<file path="src/rtl/dcache_miss_ctrl_pkg.sv">
// Shared types and constants for the data-cache miss/uncached sequencer.
package dcache_miss_ctrl_pkg;

  typedef enum logic [3:0] {
    IDLE,
    WB_RD,
    WB_ADDR,
    WB_DATA,
    WB_WAIT,
    RF_ADDR,
    RF_DATA,
    RF_TAG,
    UC_ADDR,
    UC_DATA,
    UC_WAIT,
    RESP
  } dcache_ctrl_state_e;

  typedef struct packed {
    logic [19:0] tag;
    logic        v;
    logic        d;
  } cache_tag_t;

  localparam logic [1:0] _BUS_LEN_SINGLE = 2'd0;
  localparam logic [1:0] _BUS_LEN_LINE   = 2'd3;
  localparam int         WORD_W          = 32;

  function automatic logic [WORD_W-1:0] merge_word(input logic [WORD_W-1:0] old_w,
                                                   input logic [WORD_W-1:0] new_w,
                                                   input logic [3:0]        strb);
    logic [WORD_W-1:0] res;
    res = old_w;
    for (int b = 0; b < 4; b++) begin
      if (strb[b]) res[8*b +: 8] = new_w[8*b +: 8];
    end
    return res;
  endfunction

endpackage

</file>
<file path="src/rtl/dcache_miss_ctrl_line_buf.sv">
// Four-word victim line buffer: one write port, one combinational read port, clear.
module dcache_line_buf
  import dcache_miss_ctrl_pkg::*;
(
  input  logic              clk,
  input  logic              clr_i,
  input  logic              we_i,
  input  logic [1:0]        widx_i,
  input  logic [WORD_W-1:0] wdata_i,
  input  logic [1:0]        ridx_i,
  output logic [WORD_W-1:0] rdata_o
);

  logic [3:0][WORD_W-1:0] mem_q, mem_d;

  always_comb begin
    mem_d = mem_q;
    if (clr_i) begin
      mem_d = '0;
    end else if (we_i) begin
      mem_d[widx_i] = wdata_i;
    end
  end

  always_ff @(posedge clk) begin
    mem_q <= mem_d;
  end

  assign rdata_o = mem_q[ridx_i];

endmodule

</file>
<file path="src/rtl/dcache_miss_ctrl.sv">
// Post-commit miss/uncached sequencer: victim writeback, line refill, tag write,
// or a single-beat uncached bus access, followed by one response pulse.
module dcache_miss_ctrl
  import dcache_miss_ctrl_pkg::*;
#(
  parameter int LINE_WORDS = 4,
  parameter int WAY_NUM    = 2
) (
  input  logic                          clk,
  input  logic                          rst_n,
  input  logic                          req_valid_i,
  output logic                          req_ready_o,
  input  logic [31:0]                   req_paddr_i,
  input  logic [WAY_NUM-1:0]            req_way_i,
  input  logic                          req_dirty_i,
  input  logic [31:0]                   req_victim_addr_i,
  input  logic                          req_uncached_i,
  input  logic                          req_store_i,
  input  logic [31:0]                   req_wdata_i,
  input  logic [3:0]                    req_strb_i,
  output logic                          resp_valid_o,
  output logic [31:0]                   resp_rdata_o,
  output logic [31:0]                   cache_addr_o,
  output logic [WAY_NUM-1:0]            cache_way_o,
  output logic [3:0]                    cache_strb_o,
  output logic [31:0]                   cache_wdata_o,
  output logic                          cache_tag_we_o,
  output logic [$bits(cache_tag_t)-1:0] cache_tag_data_o,
  input  logic [31:0]                   cache_rdata_i,
  output logic                          rd_req_o,
  input  logic                          rd_ready_i,
  output logic [31:0]                   rd_addr_o,
  output logic [1:0]                    rd_len_o,
  input  logic                          rd_valid_i,
  input  logic [31:0]                   rd_data_i,
  input  logic                          rd_last_i,
  output logic                          wr_req_o,
  input  logic                          wr_ready_i,
  output logic [31:0]                   wr_addr_o,
  output logic [1:0]                    wr_len_o,
  output logic                          wr_data_valid_o,
  input  logic                          wr_data_ready_i,
  output logic [31:0]                   wr_data_o,
  output logic [3:0]                    wr_strb_o,
  output logic                          wr_last_o,
  input  logic                          wr_done_i
);

  localparam logic [2:0] LINE_CNT = 3'(LINE_WORDS);
  localparam logic [2:0] LAST_IDX = LINE_CNT - 3'd1;

  dcache_ctrl_state_e state_q, state_d;
  logic [2:0]         cnt_q, cnt_d;
  logic               store_q, store_d;

  logic [31:0]        paddr_q, paddr_d;
  logic [WAY_NUM-1:0] way_q, way_d;
  logic [27:0]        victim_q, victim_d;
  logic [31:0]        wdata_q, wdata_d;
  logic [3:0]         strb_q, strb_d;
  logic [31:0]        rdata_q, rdata_d;

  logic               lb_clr, lb_we;
  logic [1:0]         lb_widx;
  logic [31:0]        lb_rdata;
  cache_tag_t         tag_w;
  logic               victim_lsb_unused;

  // Victim line is always line aligned; its byte offset carries no information.
  assign victim_lsb_unused = ^req_victim_addr_i[3:0];

  dcache_line_buf u_line_buf (
    .clk     (clk),
    .clr_i   (lb_clr),
    .we_i    (lb_we),
    .widx_i  (lb_widx),
    .wdata_i (cache_rdata_i),
    .ridx_i  (cnt_q[1:0]),
    .rdata_o (lb_rdata)
  );

  assign req_ready_o = rst_n && (state_q == IDLE);

  always_comb begin
    state_d  = state_q;
    cnt_d    = cnt_q;
    store_d  = store_q;
    paddr_d  = paddr_q;
    way_d    = way_q;
    victim_d = victim_q;
    wdata_d  = wdata_q;
    strb_d   = strb_q;
    rdata_d  = rdata_q;

    lb_clr  = 1'b0;
    lb_we   = 1'b0;
    lb_widx = cnt_q[1:0] - 2'd1;

    tag_w.tag = paddr_q[31:12];
    tag_w.v   = 1'b1;
    tag_w.d   = store_q;

    resp_valid_o     = 1'b0;
    resp_rdata_o     = '0;
    cache_addr_o     = '0;
    cache_way_o      = '0;
    cache_strb_o     = '0;
    cache_wdata_o    = '0;
    cache_tag_we_o   = 1'b0;
    cache_tag_data_o = '0;
    rd_req_o         = 1'b0;
    rd_addr_o        = '0;
    rd_len_o         = '0;
    wr_req_o         = 1'b0;
    wr_addr_o        = '0;
    wr_len_o         = '0;
    wr_data_valid_o  = 1'b0;
    wr_data_o        = '0;
    wr_strb_o        = '0;
    wr_last_o        = 1'b0;

    case (state_q)
      IDLE: begin
        if (req_valid_i) begin
          paddr_d  = req_paddr_i;
          way_d    = req_way_i;
          victim_d = req_victim_addr_i[31:4];
          store_d  = req_store_i;
          wdata_d  = req_wdata_i;
          strb_d   = req_strb_i;
          rdata_d  = '0;
          cnt_d    = '0;
          lb_clr   = 1'b1;
          if (req_uncached_i)   state_d = UC_ADDR;
          else if (req_dirty_i) state_d = WB_RD;
          else                  state_d = RF_ADDR;
        end
      end

      // Reads are issued on counts 0..3; each word lands one cycle later,
      // so capture runs on counts 1..4 into entry count-1.
      WB_RD: begin
        if (cnt_q < LINE_CNT) begin
          cache_addr_o = {victim_q, cnt_q[1:0], 2'b00};
          cache_way_o  = way_q;
        end
        lb_we = (cnt_q != 3'd0);
        if (cnt_q == LINE_CNT) begin
          cnt_d   = '0;
          state_d = WB_ADDR;
        end else begin
          cnt_d = cnt_q + 3'd1;
        end
      end

      WB_ADDR: begin
        wr_req_o  = 1'b1;
        wr_addr_o = {victim_q, 4'b0000};
        wr_len_o  = _BUS_LEN_LINE;
        if (wr_ready_i) state_d = WB_DATA;
      end

      WB_DATA: begin
        wr_data_valid_o = 1'b1;
        wr_data_o       = lb_rdata;
        wr_strb_o       = 4'hF;
        wr_last_o       = (cnt_q == LAST_IDX);
        if (wr_data_ready_i) begin
          if (cnt_q == LAST_IDX) begin
            cnt_d   = '0;
            state_d = WB_WAIT;
          end else begin
            cnt_d = cnt_q + 3'd1;
          end
        end
      end

      WB_WAIT: begin
        if (wr_done_i) state_d = RF_ADDR;
      end

      RF_ADDR: begin
        rd_req_o  = 1'b1;
        rd_addr_o = {paddr_q[31:4], 4'b0000};
        rd_len_o  = _BUS_LEN_LINE;
        if (rd_ready_i) begin
          cnt_d   = '0;
          state_d = RF_DATA;
        end
      end

      // Each beat goes straight into the data SRAM; the accessed word is
      // merged with store data or captured as load data.
      RF_DATA: begin
        if (rd_valid_i) begin
          cache_addr_o  = {paddr_q[31:4], cnt_q[1:0], 2'b00};
          cache_way_o   = way_q;
          cache_strb_o  = 4'hF;
          cache_wdata_o = rd_data_i;
          if (cnt_q[1:0] == paddr_q[3:2]) begin
            if (store_q) cache_wdata_o = merge_word(rd_data_i, wdata_q, strb_q);
            else         rdata_d       = rd_data_i;
          end
          cnt_d = cnt_q + 3'd1;
          if (rd_last_i) begin
            cnt_d   = '0;
            state_d = RF_TAG;
          end
        end
      end

      RF_TAG: begin
        cache_addr_o     = {paddr_q[31:4], 4'b0000};
        cache_way_o      = way_q;
        cache_tag_we_o   = 1'b1;
        cache_tag_data_o = tag_w;
        state_d          = RESP;
      end

      UC_ADDR: begin
        if (store_q) begin
          wr_req_o  = 1'b1;
          wr_addr_o = paddr_q;
          wr_len_o  = _BUS_LEN_SINGLE;
          if (wr_ready_i) state_d = UC_DATA;
        end else begin
          rd_req_o  = 1'b1;
          rd_addr_o = paddr_q;
          rd_len_o  = _BUS_LEN_SINGLE;
          if (rd_ready_i) state_d = UC_DATA;
        end
      end

      UC_DATA: begin
        if (store_q) begin
          wr_data_valid_o = 1'b1;
          wr_data_o       = wdata_q;
          wr_strb_o       = strb_q;
          wr_last_o       = 1'b1;
          if (wr_data_ready_i) state_d = UC_WAIT;
        end else if (rd_valid_i) begin
          rdata_d = rd_data_i;
          state_d = RESP;
        end
      end

      UC_WAIT: begin
        if (wr_done_i) state_d = RESP;
      end

      RESP: begin
        resp_valid_o = 1'b1;
        resp_rdata_o = store_q ? 32'h0 : rdata_q;
        state_d      = IDLE;
      end

      default: state_d = IDLE;
    endcase
  end

  always_ff @(posedge clk or negedge rst_n) begin
    if (!rst_n) begin
      state_q <= IDLE;
      cnt_q   <= '0;
      store_q <= 1'b0;
    end else begin
      state_q <= state_d;
      cnt_q   <= cnt_d;
      store_q <= store_d;
    end
  end

  // Request payload and load data are only observed in states entered after
  // a fresh accept, so they need no reset.
  always_ff @(posedge clk) begin
    paddr_q  <= paddr_d;
    way_q    <= way_d;
    victim_q <= victim_d;
    wdata_q  <= wdata_d;
    strb_q   <= strb_d;
    rdata_q  <= rdata_d;
  end

endmodule

</file>
<file path="config.mk">
export PLATFORM = sky130hd
export DESIGN_NAME = dcache_miss_ctrl
export DESIGN_NICKNAME = d
export VERILOG_FILES = /design/src/rtl/dcache_miss_ctrl_pkg.sv /design/src/rtl/dcache_miss_ctrl_line_buf.sv /design/src/rtl/dcache_miss_ctrl.sv
export SDC_FILE = /design/constraint.sdc
export NUM_CORES = 1
export LEC_CHECK = 0
export CAP_MARGIN = 0
export CORE_MARGIN = 5
export CORE_UTILIZATION = 42
export CTS_CLUSTER_DIAMETER = 50
export DETAILED_ROUTE_END_ITERATION = 12
export GPL_ROUTABILITY_DRIVEN = 0
export PLACE_DENSITY = 0.87
export SYNTH_ARGS = -nofsm -noshare
export SYNTH_HDL_FRONTEND = slang
export SYNTH_SLANG_ARGS = --single-unit
</file>
<file path="constraint.sdc">
create_clock -name clk -period 4.2 [get_ports clk]
set_input_delay 0.63 -clock clk [delete_from_list [all_inputs] [get_ports clk]]
set_output_delay 0.63 -clock clk [all_outputs]
set_load 0.005 [all_outputs]
</file>
======== Word-level counts from Yosys, hierarchy flattened ========
Index checks and enable logic that the tools add are counted.
storage, ports and cells
  register bits ........................... 266
  output and inout port bits .............. 235
cells by class
  $add $sub $neg .......................... 2
  order comparisons ....................... 4
  equal/unequal tests ..................... 32
  muxes and demuxes ....................... 79
  reduce and logical (&&, ||, !) cells .... 10
operators with widths
  operator              count
  $mux W32              19
  $pmux W32 S2          3
  $pmux W32 S3          2
  $bwmux W128           1
  $mux W4               20
  $bmux W32 S2          1
  $demux W32 S2         1
  $pmux W4 S11          1
  $mux W8               4
  $ne A2 B2 Y1 const B  14
  $mux W3               8
  $mux W22              1
  $eq A4 B3 Y1 const B  4
  $eq A4 B4 Y1 const B  4
  $pmux W3 S5           1
  $reduce_and A14 Y1    1
  $ne A3 B3 Y1 const B  4
  $eq A4 B2 Y1 const B  2
  $mux W2               4
  $pmux W1 S2           4
  $pmux W4 S2           1
  $mux W1               7
  $reduce_and A7 Y1     1
  $lt A2 B3 Y1 const B  2
  other kinds (15)      17

======== Logic depth before layout (Yosys ltp) ========
Gate-level depths: netlist of run 1.
  word-level depth ........................ 6
  depth in mapped cells ................... 10
  depth with buffers taken out ............ 7

======== Hierarchy ========
A second synthesis of run 1 with hierarchy kept.
unflattened totals
  cell total of the unflattened synthesis .. 1094
  area total of the unflattened synthesis .. 12969.9 sq um
modules (own cells, without submodules)
  module            instances  cells an instance  area an instance (sq um)
  dcache_miss_ctrl  1          602                7150.6
  dcache_line_buf   1          492                5819.3

======== Least setup slack after synthesis of run 1 ========
OpenSTA, ideal clock, no wires.
  kind .................................... flip-flop to flip-flop
  from .................................... register state_q[3]
  to ...................................... register paddr_q[0] (enable)
  arrival ................................. 3.938 ns
  required time ........................... 3.699 ns
  path slack .............................. -0.238 ns
  stages on the path, launching flop included .. 6
  path buffers ............................ 3
  period minus slack after synthesis ...... 4.438 ns
  cells stage by stage .................... dfrtp_1 buf_4 nor2_1 and3_1 clkbuf_1 clkbuf_1
between the ends
  cells in the longest elaborated chain, start to end .. 2
ends and longest elaborated chain
  element                      line                     text
  start, declared              dcache_miss_ctrl.sv:52   dcache_ctrl_state_e state_q, state_d;
  start signal, assigned       dcache_miss_ctrl.sv:267  state_q <= state_d;
  $logic_not A4 Y1             dcache_miss_ctrl.sv:122  case (state_q)
  $reduce_and A2 Y1 (no line)  n/a
  end signal, assigned         dcache_miss_ctrl.sv:276  paddr_q <= paddr_d;
  end, declared                dcache_miss_ctrl.sv:56   logic [31:0] paddr_q, paddr_d;
Every way passes these cells.
A chain may end at the register's enable or synchronous reset.

======== Final worst setup path of run 1 ========
  from .................................... register state_q[3]
  to ...................................... output port resp_rdata_o[19]
between the ends
  cells in the longest elaborated chain, start to end .. 2
ends and longest elaborated chain
  element        line                     text
  $eq A4 B4 Y1   dcache_miss_ctrl.sv:122
  $mux W32       dcache_miss_ctrl.sv:122
  end, declared  dcache_miss_ctrl.sv:22   output logic [31:0] resp_rdata_o,
Every way passes these cells.

==> reports/metrics.csv, run 1 <==
stage;metric;value;unit
setup_path;path_depth;5;
clock_tree;cts_root_buf;clkbuf_16;
timing;setup_viol;0;
setup_path;worstPathCellList;nand2b_1, nor3_2, buf_4, and2_1, clkdlybuf4s50_1;
setup_path;r2r_end;rdata_q[5];
die;io_pins;413;
die;row_count;62;
synth;synth_edf_count;130;
timing;period_needed;3860;ps
clock_tree;clockBufferDepth;3;
timing;max-slew-margin-rel;9.95;%
global_route;grt_pass1_wl;64.7;mm
pwr;ir_drop;0.332;mV
global_route;gr-total-overflow;0;
setup_path;r2r_slack;1010;ps
clock_tree;cts-buffers-inserted;35;
setup_path;worstReg2RegStart;state_q[2];
synth;synth_area_per_cell;10.3;um^2
route;totalWireLength;43.3;mm
timing;clock-skew-final;27.3;ps
timing;grt_setup_unrepaired;no;
route;drtIter0Drc;850;
placed_design;hpwl;29.9;mm
die;start_util;42.8;%
route;via_count;10800;
timing;tightestPinTransition;1350;ps
run;maxCapViolCount;0;
setup_path;cp_slowest_stage_delay;740;ps
timing;hold_violations;0;
timing;max_freq;259;MHz
clock_tree;ctsHtreeMaxLevel;2;
route;route.detailed.drc;0;
cells_and_area;fin_area;0.0178;mm^2
status;outcome;complete, no violations;
route;drtAntennaViolNets;0;
synth;synth_top_area_cell;edfxtp_1;
setup_path;crit_arrival;3230;ps
cells_and_area;seqCellArea;0.00667;mm^2
clock_tree;cts_tree;built;
placed_design;port_buffers;406;
synth;synth_cell_types;55;
setup_path;end_kind;output pin;
route;via_per_inst;5.47;
global_route;antenna_found_initial;3;
synth;synth_ff_type;edfxtp_1;
timing;setup_tns;0;ps
cells_and_area;fillCellCount;2272;
placed_design;placed_area;0.0166;mm^2
pwr;power.density;592;mW/mm^2
route;wl_per_cell;21.9;um
timing;drv_slew;0;
cells_and_area;final_util;61.6;%
die;die_w;181;um
synth;seq_area_frac_synth;54.0;%
die;core_area;0.0289;mm^2
setup_path;critPathMaxFanout;21;
clock_tree;holdBufCountCts;0;
global_route;grt_use_total;24.9;%
global_route;grt_pass1_vias;10900;
clock_tree;clk_pin_slew;50;ps
synth;synth_area_leaders;edfxtp_1 (32%), dfxtp_1 (21%), nand2_1 (8.4%), a22o_1 (6.3%), mux4_2 (6.0%);
synth;yosysWarnings;0;
timing;post-route-period-util;91.8;%
route;drt_pre_antenna_iters;7;
die;die-area;0.0329;mm^2
synth;synth_seq_cells;266;
setup_path;crit_type;flip-flop to output pin;
cells_and_area;area.growth.synth_to_final;44.0;%
synth;synthCells;1197;
hold_path;min_path_type;input pin to asynchronous set/reset pin;
setup_path;crit_slowest_cell;dfrtp_1;
die;die_y;181;um
setup_path;cp.required;3570;ps
synth;synthArstFlopShare;3.01;%
clock_tree;clock_sinks;266;
setup_path;rr_worst_depth;7;
synth;synth.top_cell.area_share;31.6;%
synth;synth_common_cells;nand2_1 (276), a21oi_1 (139), edfxtp_1 (130);
pwr;leakage;6.24;nW
synth;syn-cell-area;0.0123;mm^2
clock_tree;clkLatencyLatePin;520;ps
synth;yosysMostFrequentCell;nand2_1;
cells_and_area;multi_input_area;0.00521;mm^2
cells_and_area;layout-drive-gt1-share;8.55;%
setup_path;cp_num_buf_inv;2;
global_route;grt_max_degree;228;
setup_path;critPathTopFamily;simple AND/OR/NAND/NOR gates;
setup_path;cp-start-kind;flip-flop;
cells_and_area;final_nets;1748;
## logic make-up after synthesis
logic type | after synthesis | share of synthesized area [%]
AOI/OAI and AO/OA | 252 | 13.5
other | 1 | 0.0304
and+or+nand+nor | 489 | 18.4
muxes | 68 | 8.88
DFF | 266 | 54.0
xor gates and xnor gates | 2 | 0.142
adders and majority gates | 7 | 0.710
buffers and inverters | 112 | 4.24
## repair_timing
action | 4_1_cts | 5_1_grt
setup buffers | 0 | 0
resized for setup | 0 | 1
setup endpoints to repair | 0 | 3
## worst max-delay path by stage
stage / to / slack (ps) / from
floorplan: rdata_q[0] / 740 / state_q[3]
global placement: cache_addr_o[11] / 780 / state_q[3]
detailed placement: cache_addr_o[11] / 700 / state_q[3]
CTS: cache_addr_o[11] / 170 / state_q[3]
global route: resp_rdata_o[19] / 170 / state_q[3]
finish: resp_rdata_o[19] / 340 / state_q[3]
## metal layers
layer | up-vias | GRT usage [%] | routed length [um]
met5 | - | 0 | 26
met4 | 4 | 8.95 | 1650
met3 | 104 | 6.52 | 3640
met2 | 567 | 44.8 | 22300
met1 | 5195 | 28.7 | 15700
li1 | 4926 | - | -
## layout by cell type (no fill, tap or decap), drive strengths merged, types with 2 or more instances in the layout
cell type	count
clkdlybuf4s50	406
nand2	277
a21oi	140
edfxtp	130
dfxtp	128
and2	97
a22o	89
nor2	49
clkbuf	48
nor2b	35
mux4	33
mux2i	33
buf	23
inv	16
clkinv	11
nand3	8
dfrtp	8
ha	7
o21ai	5
and3	4
nor3	4
a21o	3
nand2b	2
xnor2	2
or2	2
nor4	2
nor3b	2
a22oi	2
mux2	2
conb	2
nor4bb	2
a311oi	2
## through the flow
step / setup WS, ps / instances / total power, mW / hold WS, ps
2_1_floorplan: 744 / 1198 / 6.02 / 334
3_3_place_gp: 783 / 1910 / 7.55 / 438
3_5_place_dp: 702 / 1910 / 7.70 / 446
4_1_cts: 172 / 1974 / 10.6 / 450
5_1_grt: 167 / 1975 / 11.1 / 468
6_report: 344 / 1975 / 10.5 / 452
## flip-flops by register name, summed over array words and instances (netlist names), 3 cells and up
| signal | cells |
|---|---|
| u_line_buf.mem_q | 128 |
| paddr_q | 32 |
| victim_q | 28 |
| wdata_q | 32 |
| state_q | 4 |
| strb_q | 4 |
| cnt_q | 3 |
| rdata_q | 32 |
## cell type report
cell class / count / share of cell area (%)
diodes: 1 / 0.0141
clock buffers: 48 / 5.67
clock inverters: 16 / 0.585
inverters: 11 / 0.232
multi-input cells: 820 / 29.3
flip-flops and latches: 266 / 37.5
well taps: 384 / 2.70
repair buffers: 429 / 23.9
## power by group
group	switching (mW)	total [mW]	internal, mW
combinational	1.83	3.68	1.84
clock	1.13	2.83	1.69
sequential	0.477	4.02	3.54
No activity file was read; power rests on OpenSTA's default activity.
==> run 2, diff against run 1 <==
--- a/config.mk
+++ b/config.mk
@@ -11,6 +11,7 @@
 export CTS_CLUSTER_DIAMETER = 50
 export DETAILED_ROUTE_END_ITERATION = 12
 export GPL_ROUTABILITY_DRIVEN = 0
+export GPL_TIMING_DRIVEN = 1
 export PLACE_DENSITY = 0.87
 export SYNTH_ARGS = -nofsm -noshare
 export SYNTH_HDL_FRONTEND = slang
==> results of run 2 <==
The final DEF is identical to that of run 1; final timing and power are the same.
==> run 3, diff against run 2 <==
--- a/config.mk
+++ b/config.mk
@@ -13,6 +13,8 @@
 export GPL_ROUTABILITY_DRIVEN = 0
 export GPL_TIMING_DRIVEN = 1
 export PLACE_DENSITY = 0.87
+export REMOVE_ABC_BUFFERS = 1
+export SETUP_SLACK_MARGIN = 0.1
 export SYNTH_ARGS = -nofsm -noshare
 export SYNTH_HDL_FRONTEND = slang
 export SYNTH_SLANG_ARGS = --single-unit
==> run 3 against run 2 <==
Against the previous run: clock power grew 2%; global-route usage increased by 0.14 points; clock skew barely moved; wire length grew 0.42%; sequential power fell by 2%; count of clock-buffer cells in the layout is 2 higher; critical endpoint is now cache_addr_o[26]; largest cell class unchanged; highest routed layer unchanged.
==> reports/metrics.csv, run 3 (synthesized netlist as in run 1, its figures left out) <==
stage;metric;value;unit
global_route;antenna_found_initial;4;
setup_path;crit_slowest_cell;o21ai_2;
pwr;power.density;594;mW/mm^2
timing;post-route-period-util;92.8;%
pwr;ir_drop;0.328;mV
route;totalWireLength;43.5;mm
die;core_area;0.0289;mm^2
clock_tree;cts-buffers-inserted;34;
global_route;grt_pass1_vias;11000;
setup_path;cp.required;3570;ps
cells_and_area;largest_reg_flops;128;
die;die_w;181;um
global_route;gr-total-overflow;0;
die;start_util;42.8;%
clock_tree;postCtsSetupRepairBufs;0;
timing;clock-skew-final;27.7;ps
clock_tree;clockBufferDepth;3;
timing;grt_setup_unrepaired;no;
route;route.detailed.drc;0;
die;die_y;181;um
route;via_count;10800;
timing;hold_violations;0;
global_route;grt_use_total;25.1;%
clock_tree;ctsResizeCount;0;
route;drtAntennaViolNets;0;
route;via_per_inst;5.47;
die;io_pins;413;
cells_and_area;layout_common_cells;clkdlybuf4s50_1 (406), nand2_1 (276), a21oi_1 (137);
placed_design;port_buffers;406;
cells_and_area;fillCellCount;2303;
setup_path;crit_type;flip-flop to output pin;
timing;drv_slew;0;
timing;setup_viol;0;
global_route;grt_pass1_wl;64.8;mm
clock_tree;cts_root_buf;clkbuf_16;
timing;max-slew-margin-rel;23.3;%
timing;period_needed;3900;ps
cells_and_area;fin_area;0.0178;mm^2
pwr;leakage;6.26;nW
timing;max_freq;257;MHz
setup_path;worstPathCellList;nand2_1, o21ai_2, buf_4, a22o_1, clkdlybuf4s50_1;
hold_path;whs_path_depth;2;
cells_and_area;seqCellArea;0.00667;mm^2
route;drt_pre_antenna_iters;5;
route;wl_per_cell;22.0;um
clock_tree;cts_tree;built;
setup_path;end_kind;output pin;
cells_and_area;final_util;61.7;%
setup_path;critPathMaxFanout;23;
cells_and_area;final_nets;1750;
global_route;grt_max_degree;124;
placed_design;hpwl;29.7;mm
clock_tree;clock_sinks;266;
route;drtIter0Drc;924;
setup_path;cp-start-kind;flip-flop;
placed_design;placed_area;0.0167;mm^2
clock_tree;clkLatencyLatePin;510;ps
hold_path;min_path_type;flip-flop to flip-flop;
setup_path;crit_arrival;3270;ps
cells_and_area;top_register;u_line_buf.mem_q;
timing;tightestPinTransition;1150;ps
cells_and_area;final_common_cell;clkdlybuf4s50_1;
die;die-area;0.0329;mm^2
cells_and_area;area.growth.synth_to_final;44.4;%
cells_and_area;layout-drive-gt1-share;8.87;%
cells_and_area;multi_input_area;0.00522;mm^2
die;row_count;62;
setup_path;cp_slowest_stage_delay;940;ps
status;outcome;complete, no violations;
clock_tree;clk_pin_slew;60;ps
setup_path;rr_worst_depth;8;
run;maxCapViolCount;0;
clock_tree;ctsHtreeMaxLevel;2;
clock_tree;holdBufCountCts;0;
[run 3: cell type report]
| type | instances | area share (%) |
|---|---|---|
| flip-flops and latches | 266 | 37.4 |
| multi-input cells | 820 | 29.3 |
| repair buffers | 432 | 24.0 |
| clock buffers | 50 | 5.75 |
| well taps | 384 | 2.70 |
| clock inverters | 11 | 0.569 |
| inverters | 11 | 0.232 |
| diodes | 2 | 0.0281 |
[run 3: layer usage]
metal  routed length [um]  share of wire [%]  track usage, %  vias to the layer above
met1                15700                 36            29.1                     5232
met3                 4000                9.2            6.36                       73
li1                     -                  -               -                     4928
met5                   34              0.078               0                        -
met2                22600                 52            45.5                      579
met4                 1080                2.5            7.87                        4
[run 3: where the power goes]
part	switching (mW)	internal (mW)
Sequential	0.420	3.53
Combinational	1.88	1.86
Clock	1.11	1.77
Total	3.41	7.16
[run 3: worst max-delay path, delay by kind of cell (launching register included)]
kind | cells | cell delay, ps
and+or+nand+nor | 1 | 240
DFF | 1 | 650
buffers and inverters | 2 | 800
AOI/OAI and AO/OA | 2 | 1080
[run 3: through the flow]
stage,worst slack [ps],power (mW),hold slack [ps],TNS (ps),instances
global route,140,11.1,470,0,1976
detailed placement,845,7.72,445,0,1913
global placement,911,7.55,438,0,1913
finish,304,10.6,452,0,1976
CTS,334,10.6,454,0,1974
floorplan,-3420,5.91,334,-446610,1097
[run 3: worst paths after layout]
path | start | end | slack, ps
max reg2reg | cnt_q[0] | u_line_buf.mem_q[57] | 1050
min in group asynchronous | rst_n | store_q | 460
max | state_q[0] | cache_addr_o[26] | 300
min reg2reg | u_line_buf.mem_q[30] | u_line_buf.mem_q[30] | 450
max in group asynchronous | rst_n | cnt_q[1] | 3380
min | u_line_buf.mem_q[30] | u_line_buf.mem_q[30] | 450
